<file path="src/rtl/action_sampler_pkg.sv">
// Shared action encoding for the fighter front end and the player blocks.
// One-hot action codes, their bit positions and the attack priority encoder.
package fight_pkg;

  localparam int BIT_PUNCH = 0;
  localparam int BIT_KICK  = 1;
  localparam int BIT_JUMP  = 2;
  localparam int BIT_WAIT  = 3;
  localparam int BIT_LEFT  = 4;
  localparam int BIT_RIGHT = 5;

  localparam logic [5:0] ACT_IDLE       = 6'b000000;
  localparam logic [5:0] ACT_PUNCH      = 6'b000001;
  localparam logic [5:0] ACT_KICK       = 6'b000010;
  localparam logic [5:0] ACT_JUMP       = 6'b000100;
  localparam logic [5:0] ACT_WAIT       = 6'b001000;
  localparam logic [5:0] ACT_MOVE_LEFT  = 6'b010000;
  localparam logic [5:0] ACT_MOVE_RIGHT = 6'b100000;

  // Buttons whose presses are edge-captured; wait is sampled as a level.
  localparam logic [5:0] EDGE_MASK = 6'b110111;

  function automatic logic [5:0] prio_select(input logic [5:0] pend, input logic wait_lvl);
    logic [5:0] sel;
    if (pend[BIT_PUNCH]) begin
      sel = ACT_PUNCH;
    end else if (pend[BIT_KICK]) begin
      sel = ACT_KICK;
    end else if (pend[BIT_JUMP]) begin
      sel = ACT_JUMP;
    end else if (pend[BIT_LEFT]) begin
      sel = ACT_MOVE_LEFT;
    end else if (pend[BIT_RIGHT]) begin
      sel = ACT_MOVE_RIGHT;
    end else if (wait_lvl) begin
      sel = ACT_WAIT;
    end else begin
      sel = ACT_IDLE;
    end
    return sel;
  endfunction

endpackage

</file>
<file path="src/rtl/action_sampler_if.sv">
// Button/action bundle between the input conditioner and its environment.
interface action_sampler_if;
  logic [5:0] left_buttons_raw;
  logic [5:0] right_buttons_raw;
  logic [5:0] left_player_input;
  logic [5:0] right_player_input;
  logic       game_tick;

  modport master (
    output left_buttons_raw, right_buttons_raw,
    input  left_player_input, right_player_input, game_tick
  );

  modport slave (
    input  left_buttons_raw, right_buttons_raw,
    output left_player_input, right_player_input, game_tick
  );
endinterface

</file>
<file path="src/rtl/action_sampler_debouncer.sv">
// One push-button: 2-flop synchroniser, stability counter, debounced level
// and a one-cycle pulse coinciding with the first cycle the level reads 1.
module button_debouncer #(
  parameter int DEBOUNCE_CYCLES = 16
) (
  input  logic clk,
  input  logic rst_n,
  input  logic raw_i,
  output logic level_o,
  output logic rise_o
);

  localparam int CW = $clog2(DEBOUNCE_CYCLES + 1);
  localparam logic [CW-1:0] LIMIT = CW'(DEBOUNCE_CYCLES);

  logic [1:0]    sync_q;
  logic [CW-1:0] cnt_q, cnt_d, cnt_inc_s;
  logic          level_q, level_d;
  logic          rise_q, rise_d;

  assign cnt_inc_s = cnt_q + CW'(1);

  // Stability counter: level flips only after LIMIT consecutive disagreeing samples.
  always_comb begin
    cnt_d   = cnt_q;
    level_d = level_q;
    rise_d  = 1'b0;
    if (sync_q[1] == level_q) begin
      cnt_d = '0;
    end else if (cnt_inc_s == LIMIT) begin
      cnt_d   = '0;
      level_d = ~level_q;
      rise_d  = ~level_q;
    end else begin
      cnt_d = cnt_inc_s;
    end
  end

  // Synchroniser and debounce state.
  always_ff @(posedge clk or negedge rst_n) begin
    if (!rst_n) begin
      sync_q  <= 2'b00;
      cnt_q   <= '0;
      level_q <= 1'b0;
      rise_q  <= 1'b0;
    end else begin
      sync_q  <= {sync_q[0], raw_i};
      cnt_q   <= cnt_d;
      level_q <= level_d;
      rise_q  <= rise_d;
    end
  end

  assign level_o = level_q;
  assign rise_o  = rise_q;

endmodule

</file>
<file path="src/rtl/action_sampler.sv">
// Conditions both players' buttons and presents one coherent action pair per game tick.
// Optional ACTION_COOLDOWN_EN: an attack forces an idle tick on that player's next load.
module action_sampler
  import fight_pkg::*;
#(
  parameter int DEBOUNCE_CYCLES = 16,
  parameter int TICK_DIV        = 1024
) (
  input logic              clk,
  input logic              rst_n,
  action_sampler_if.slave  bus
);

  localparam int TW = $clog2(TICK_DIV);
  localparam logic [TW-1:0] LAST = TW'(TICK_DIV - 1);

  logic [11:0]      raw_s, lvl_s, rise_s;
  logic [TW-1:0]    cnt_q, cnt_d;
  logic             load_s;
  logic             tick_q, tick_d;
  logic [1:0][5:0]  pend_q, pend_d;
  logic [1:0][5:0]  act_q, act_d;
  logic [1:0]       rec_q, rec_d;
  logic [5:0]       sel_s;
  logic             wait_s;

  assign raw_s = {bus.right_buttons_raw, bus.left_buttons_raw};

  for (genvar g = 0; g < 12; g++) begin : g_btn
    button_debouncer #(
      .DEBOUNCE_CYCLES(DEBOUNCE_CYCLES)
    ) u_btn (
      .clk     (clk),
      .rst_n   (rst_n),
      .raw_i   (raw_s[g]),
      .level_o (lvl_s[g]),
      .rise_o  (rise_s[g])
    );
  end

  assign load_s = (cnt_q == LAST);

  // Tick divider, pending capture and per-player action selection on load.
  always_comb begin
    cnt_d  = load_s ? '0 : cnt_q + TW'(1);
    tick_d = load_s;
    pend_d = pend_q;
    act_d  = act_q;
    rec_d  = rec_q;
    sel_s  = ACT_IDLE;
    wait_s = 1'b0;
    for (int p = 0; p < 2; p++) begin
      // An edge on the load cycle belongs to the next window.
      pend_d[p] = (load_s ? 6'b000000 : pend_q[p]) | (rise_s[p*6 +: 6] & EDGE_MASK);
      wait_s    = |(lvl_s[p*6 +: 6] & ACT_WAIT);
      sel_s     = prio_select(pend_q[p], wait_s);
      if (load_s) begin
`ifdef ACTION_COOLDOWN_EN
        if (rec_q[p]) begin
          act_d[p] = ACT_IDLE;
          rec_d[p] = 1'b0;
        end else begin
          act_d[p] = sel_s;
          rec_d[p] = (sel_s == ACT_PUNCH) || (sel_s == ACT_KICK);
        end
`else
        act_d[p] = sel_s;
        rec_d[p] = 1'b0;
`endif
      end else begin
        act_d[p] = act_q[p];
      end
    end
  end

  // Tick counter, pending masks, registered actions and tick pulse.
  always_ff @(posedge clk or negedge rst_n) begin
    if (!rst_n) begin
      cnt_q  <= '0;
      tick_q <= 1'b0;
      pend_q <= '0;
      act_q  <= '0;
      rec_q  <= 2'b00;
    end else begin
      cnt_q  <= cnt_d;
      tick_q <= tick_d;
      pend_q <= pend_d;
      act_q  <= act_d;
      rec_q  <= rec_d;
    end
  end

  assign bus.left_player_input  = act_q[0];
  assign bus.right_player_input = act_q[1];
  assign bus.game_tick          = tick_q;

endmodule

</file>
<file path="src/flat_wrapper.sv">
// flat-port wrapper written by rule: the top's interface ports become plain ports
module action_sampler_flat import fight_pkg::*;
#(
  parameter int DEBOUNCE_CYCLES = 16,
  parameter int TICK_DIV        = 1024
)
  (clk, rst_n, bus_left_buttons_raw, bus_right_buttons_raw, bus_left_player_input, bus_right_player_input, bus_game_tick);
  action_sampler_if bus_i ();
  input logic clk;
  input logic rst_n;
  input wire logic [$bits(bus_i.left_buttons_raw)-1:0] bus_left_buttons_raw;
  input wire logic [$bits(bus_i.right_buttons_raw)-1:0] bus_right_buttons_raw;
  output wire logic [$bits(bus_i.left_player_input)-1:0] bus_left_player_input;
  output wire logic [$bits(bus_i.right_player_input)-1:0] bus_right_player_input;
  output wire logic [$bits(bus_i.game_tick)-1:0] bus_game_tick;
  assign bus_i.left_buttons_raw = bus_left_buttons_raw;
  assign bus_i.right_buttons_raw = bus_right_buttons_raw;
  assign bus_left_player_input = bus_i.left_player_input;
  assign bus_right_player_input = bus_i.right_player_input;
  assign bus_game_tick = bus_i.game_tick;
  action_sampler #(.DEBOUNCE_CYCLES(DEBOUNCE_CYCLES), .TICK_DIV(TICK_DIV)) u_core (.clk(clk), .rst_n(rst_n), .bus(bus_i));
endmodule
</file>
<file path="config.mk">
export PLATFORM = sky130hd
export DESIGN_NAME = action_sampler_flat
export DESIGN_NICKNAME = d
export VERILOG_FILES = /design/src/rtl/action_sampler_pkg.sv /design/src/rtl/action_sampler_if.sv /design/src/rtl/action_sampler_debouncer.sv /design/src/rtl/action_sampler.sv /design/src/flat_wrapper.sv
export SDC_FILE = /design/constraint.sdc
export NUM_CORES = 1
export LEC_CHECK = 0
export CAP_MARGIN = 20
export CORE_ASPECT_RATIO = 0.75
export CORE_UTILIZATION = 40
export CTS_CLUSTER_DIAMETER = 40
export DETAILED_ROUTE_END_ITERATION = 12
export GPL_TIMING_DRIVEN = 1
export PLACE_DENSITY = 0.55
export SYNTH_ARGS = -nofsm -noshare
export SYNTH_HDL_FRONTEND = slang
export SYNTH_SLANG_ARGS = --single-unit
</file>
<file path="constraint.sdc">
create_clock -name clk -period 2.3 [get_ports clk]
set_input_delay 0.46 -clock clk [delete_from_list [all_inputs] [get_ports clk]]
set_output_delay 0.46 -clock clk [all_outputs]
set_load 0.02 [all_outputs]
</file>
### Word level (Yosys, flattened, before mapping)

Cells that the tools add are included.

* add/subtract/negate cells: 13
* equality and inequality tests: 25
* multiplexer cells: 59
* bitwise gates (word level): 26
* reductions and logical operators: 12

Operator list (number)
* $mux 5: 24
* $mux 6: 12
* $add 5x1->5 const B: 12
* $eq 5x5->1 const B: 12
* $not 1->1: 24
* $reduce_and 2->1: 12
* $mux 1: 20
* $eq 1x1->1: 12
* $or 6x6->6: 2
* $add 10x1->10 const B: 1
* $eq 10x10->1 const B: 1
* $mux 10: 1
* $mux 4: 2

* flip-flop bits (word level): 141

### Depth between registers and ports, before layout

* depth after elaboration: 6
* mapped depth: 7
* gate-level depth less buffers: 6

### Hierarchy

From an unflattened synthesis, not the netlist that was laid out.

* cells, all modules: 463
* area, all modules: 5960.7 µm²

By module, submodules not included
* button_debouncer: instances 12, cells an instance 30, area each 380.4 µm²
* action_sampler: instances 1, cells an instance 103, area each 1396.3 µm²

### Worst setup path before layout

No wires, ideal clock.

* kind: register -> register
* start: register u_core.cnt_q[0]
* end: register u_core.act_q, in the netlist u_core.bus.left_player_input[4]
* data arrival time: 1255 ps
* data required time: 2177 ps
* slack: 922 ps
* cell stages (with the launch flop): 8
* path buffers: 2
* cells stage by stage: dfrtp_1 -> ha_1 -> and4_4 -> nand3_4 -> buf_6 -> buf_6 -> nand2_1 -> o21ai_1

* cells in the longest elaborated chain, start to end: 1

RTL lines
* start, declared: RTL line action_sampler.sv:18 `logic [TW-1:0] cnt_q, cnt_d;`
* start signal, assigned: RTL line action_sampler.sv:85 `cnt_q <= cnt_d;`
* $eq 10x10->1: RTL line action_sampler.sv:41 `assign load_s = (cnt_q == LAST);`
* end signal, assigned: RTL line action_sampler.sv:88 `act_q <= act_d;`
* end, declared: RTL line action_sampler.sv:22 `logic [1:0][5:0] act_q, act_d;`

Every way passes these cells.
A chain may end at the register's enable or synchronous reset.

### Worst setup path in the final report

* start: register u_core.act_q, in the netlist u_core.bus.right_player_input[1]
* end: output bus_right_player_input[1]

RTL lines
* end, declared: RTL line flat_wrapper.sv:14 `output wire logic [$bits(bus_i.right_player_input)-1:0] bus_right_player_input;`

No word-level cell between the ends.

==> results by group <==
Status
  • Status: finished, violations left
  • Failing checks: design-rule violations

Layout
  • Fraction of layout cells with a size suffix above 1: 9.793%
  • Ant diodes: 0
  • Area Growth Syn to Fin: 19.61%
  • Fin cells: 702
  • Fin nets: 545

Global routing
  • GR Overflow Total: 0
  • Initial antenna violation count: 0
  • Largest net degree at the start of global routing: 50
  • GRT Resource Usage Total: 14.44%
  • Vias in the first global route: 3594
  • First-pass GRT wire length: 16550 um

Die
  • Rows: 36
  • Initial core utilization: 41.92%
  • Die X: 138.3 um
  • Die H: 104.2 um
  • Die footprint: 0.01441 mm^2
  • Placeable Area: 0.01329 mm^2
  • Top Ports: 27

Yosys
  • Syn Area/Cell: 11.80 um^2
  • Register area share after synthesis: 62.44%
  • Synth area leaders: dfrtp_1, xnor2_1, nand2_1, nor2_1, ha_1
  • Synth top area share: 62.44%
  • Count of cell types in the netlist: 30
  • Mapped Area: 0.005570 mm^2
  • Leading area contributor after synthesis: dfrtp_1
  • Synth Warn #: 0
  • Synthesized instance count: 472
  • Synth Register Bits: 139
  • Syn Nets: 499

Placement
  • Gp weighted congestion: 0.7392
  • DP HPWL: 6198 um
  • Inst Count DP: 669
  • Port Buffers: 26

Timing
  • Max-slew violation count: 0
  • Hold slack: 0.3474 ns
  • Normalized max-slew margin: 69.48%
  • Worst Skew: 0.01520 ns
  • Endpoints failing hold: 0
  • Part of the cycle the worst path needs: 80.62%
  • RSZ-0062 raised after global routing: no
  • Max Freq: 539.3 MHz
  • Final Critical Period: 1.854 ns
  • Final setup viols: 0
  • Setup TNS: 0 ns
  • Worst Tran Pin Value: 0.4545 ns

Clocking
  • Clock transition at path regs: 0.06 ns
  • CTS root buffer: clkbuf_16
  • Post-CTS setup buffers: 0
  • CTS tree: done
  • Clock sinks: 139
  • Post_cts resized: 0
  • H-tree levels: 4
  • CTS Hold Buffers Added: 1
  • Clock buffer depth: 2
  • Clock Latency Late Sink: 0.41 ns
  • CTS buffer count: 17

Setup path
  • Crit end category: output port
  • Crit path kind: flop to output port
  • Top delay family on crit path: buffers and inverters
  • Reg2Reg Depth: 6
  • Critical path depth: 1
  • Slowest cell on the critical path: clkdlybuf4s50_1
  • Worst Setup EP: bus_right_player_input[1]
  • Critical path, cell by cell: clkdlybuf4s50_1
  • Worst setup SP type: flop
  • CP Data Arrival Time: 1.39 ns
  • Worst Setup SP: u_core.bus.right_player_input[1]
  • Reg2reg start: u_core.cnt_q[0]
  • CP bufs+invs: 1
  • Reg2Reg Capture Point: u_core.bus.left_player_input[3]
  • Slowest stage delay, CP: 0.62 ns
  • Worst EP required: 1.84 ns
  • CP max FO: 2
  • Worst reg-to-reg setup slack: 0.48 ns

Routing
  • TritonRoute pass-1 iters: 9
  • DRT Wirelength: 9102 um
  • Antenna Violating Nets Remaining: 0
  • WL/cell: 12.97 um
  • DRC Markers: 6
  • Detailed-route vias per instance: 5.037
  • DRT iter0 DRCs: 174
  • Vias: 3536

Min path
  • Hold crit path type: flop to flop

Power and ir drop
  • Pleak: 3.041 nW
  • Max IR drop VDD: 575.0 uV
  • PwrDens: 827.9 mW/mm^2

Job
  • Max_cap viols: 0
power by group:
part	internal [W]	switching, W
combinational	0.0000928	0.000113
sequential	0.00252	0.0000749
clock	0.00169	0.00102
through the flow:
stage                     power [W]  instance area [um^2]  setup WS (ns)  utilization, %
final                      0.005516                  6663         0.4458           50.14
after global routing       0.005772                  6663         0.2898           50.14
after CTS                  0.005612                  6663         0.4081           50.14
after detailed placement   0.002844                  6050         0.4606           45.53
after global placement     0.002837                  6050         0.5007           45.53
after floorplan            0.002728                  5570         0.9217               -
cell type report:
| class | count | area (um^2) |
|---|---|---|
| fillers | 1159 | 6625 |
| flip-flops and latches | 139 | 3478 |
| multi-input cells | 328 | 2049 |
| clock buffers | 20 | 466.7 |
| repair buffers | 31 | 314.1 |
| well taps | 171 | 214.0 |
| clock inverters | 12 | 136.4 |
| inverters | 1 | 3.754 |
cells in the final DEF, fill, tap and decap left out, drive strengths merged, types with 3 or more instances in the layout:
cell	count
buf	5
dfrtp	139
clkinvlp	3
and3b	9
xnor2	29
a32oi	3
inv	4
xor2	14
clkbuf	20
o21ai	18
a21oi	24
nand2	50
nand3	27
nor2	46
ha	13
clkinv	4
nor3	13
mux2	12
nor2b	24
a21o	10
nand3b	11
nand4	13
clkdlybuf4s50	25
kinds of logic (layout without fill, tap and decap cells):
family | Yosys count | in the layout | synth area share (%)
and+or+nand+nor | 203 | 203 | 18.78
DFF | 139 | 139 | 62.44
AOI/OAI and AO/OA | 56 | 56 | 5.728
xor gates and xnor gates | 43 | 43 | 6.761
adders and majority gates | 13 | 13 | 2.920
muxes | 13 | 13 | 2.606
buffers and inverters | 5 | 64 | 0.7635
how the worst min path moves through the flow:
stage                                               start                              end  slack, ns  cells after the start
after floorplan                                     rst_n             u_core.bus.game_tick       0.16                      0
after global placement    u_core.g_btn[7].u_btn.sync_q[0]  u_core.g_btn[7].u_btn.sync_q[1]       0.33                      0
after detailed placement  u_core.g_btn[8].u_btn.sync_q[0]  u_core.g_btn[8].u_btn.sync_q[1]       0.34                      0
after CTS                 u_core.g_btn[8].u_btn.sync_q[0]  u_core.g_btn[8].u_btn.sync_q[1]       0.35                      0
after global routing      u_core.g_btn[0].u_btn.sync_q[0]  u_core.g_btn[0].u_btn.sync_q[1]       0.35                      0
final                     u_core.g_btn[8].u_btn.sync_q[0]  u_core.g_btn[8].u_btn.sync_q[1]       0.35                      0
registers in the layout (all words and copies together), names as in the netlist:
| name | cells |
|---|---|
| u_core.g_btn.u_btn.level_o | 12 |
| u_core.bus.left_player_input | 6 |
| u_core.bus.right_player_input | 6 |
| u_core.cnt_q | 10 |
| u_core.g_btn.u_btn.rise_o | 10 |
| u_core.bus.game_tick | 1 |
| u_core.g_btn.u_btn.sync_q | 24 |
| u_core.g_btn.u_btn.cnt_q | 60 |
| u_core.pend_q | 10 |
worst reg2reg max path, stage by stage (launching register included):
cell and delay [ns]:
dfrtp_1 0.38, ha_1 0.22, and4_4 0.28, nand3_4 0.27, inv_1 0.39, nand4b_1 0.14
nand2_1 0.08
cell usage after synthesis, drive strengths merged:
cell type	count
dfrtp	139
nand2	50
nor2	46
xnor2	29
nand3	27
a21oi	24
nor2b	24
o21ai	18
xor2	14
ha	13
nand4	13
nor3	13
mux2	12
nand3b	11
a21o	10
and3b	9
buf	4
a32oi	3
and4	2
nand2b	2
nand4b	2
nor4	2
and2	1
inv	1
mux2i	1
nor4b	1
o21a	1
routing by layer:
metal  global-route usage, %  share of wire [%]
met5                       0                  0
met4                   4.655               0.83
met3                   5.249                3.5
met2                   22.81                 47
met1                   18.45                 49
(Power assumes the default switching activity.)
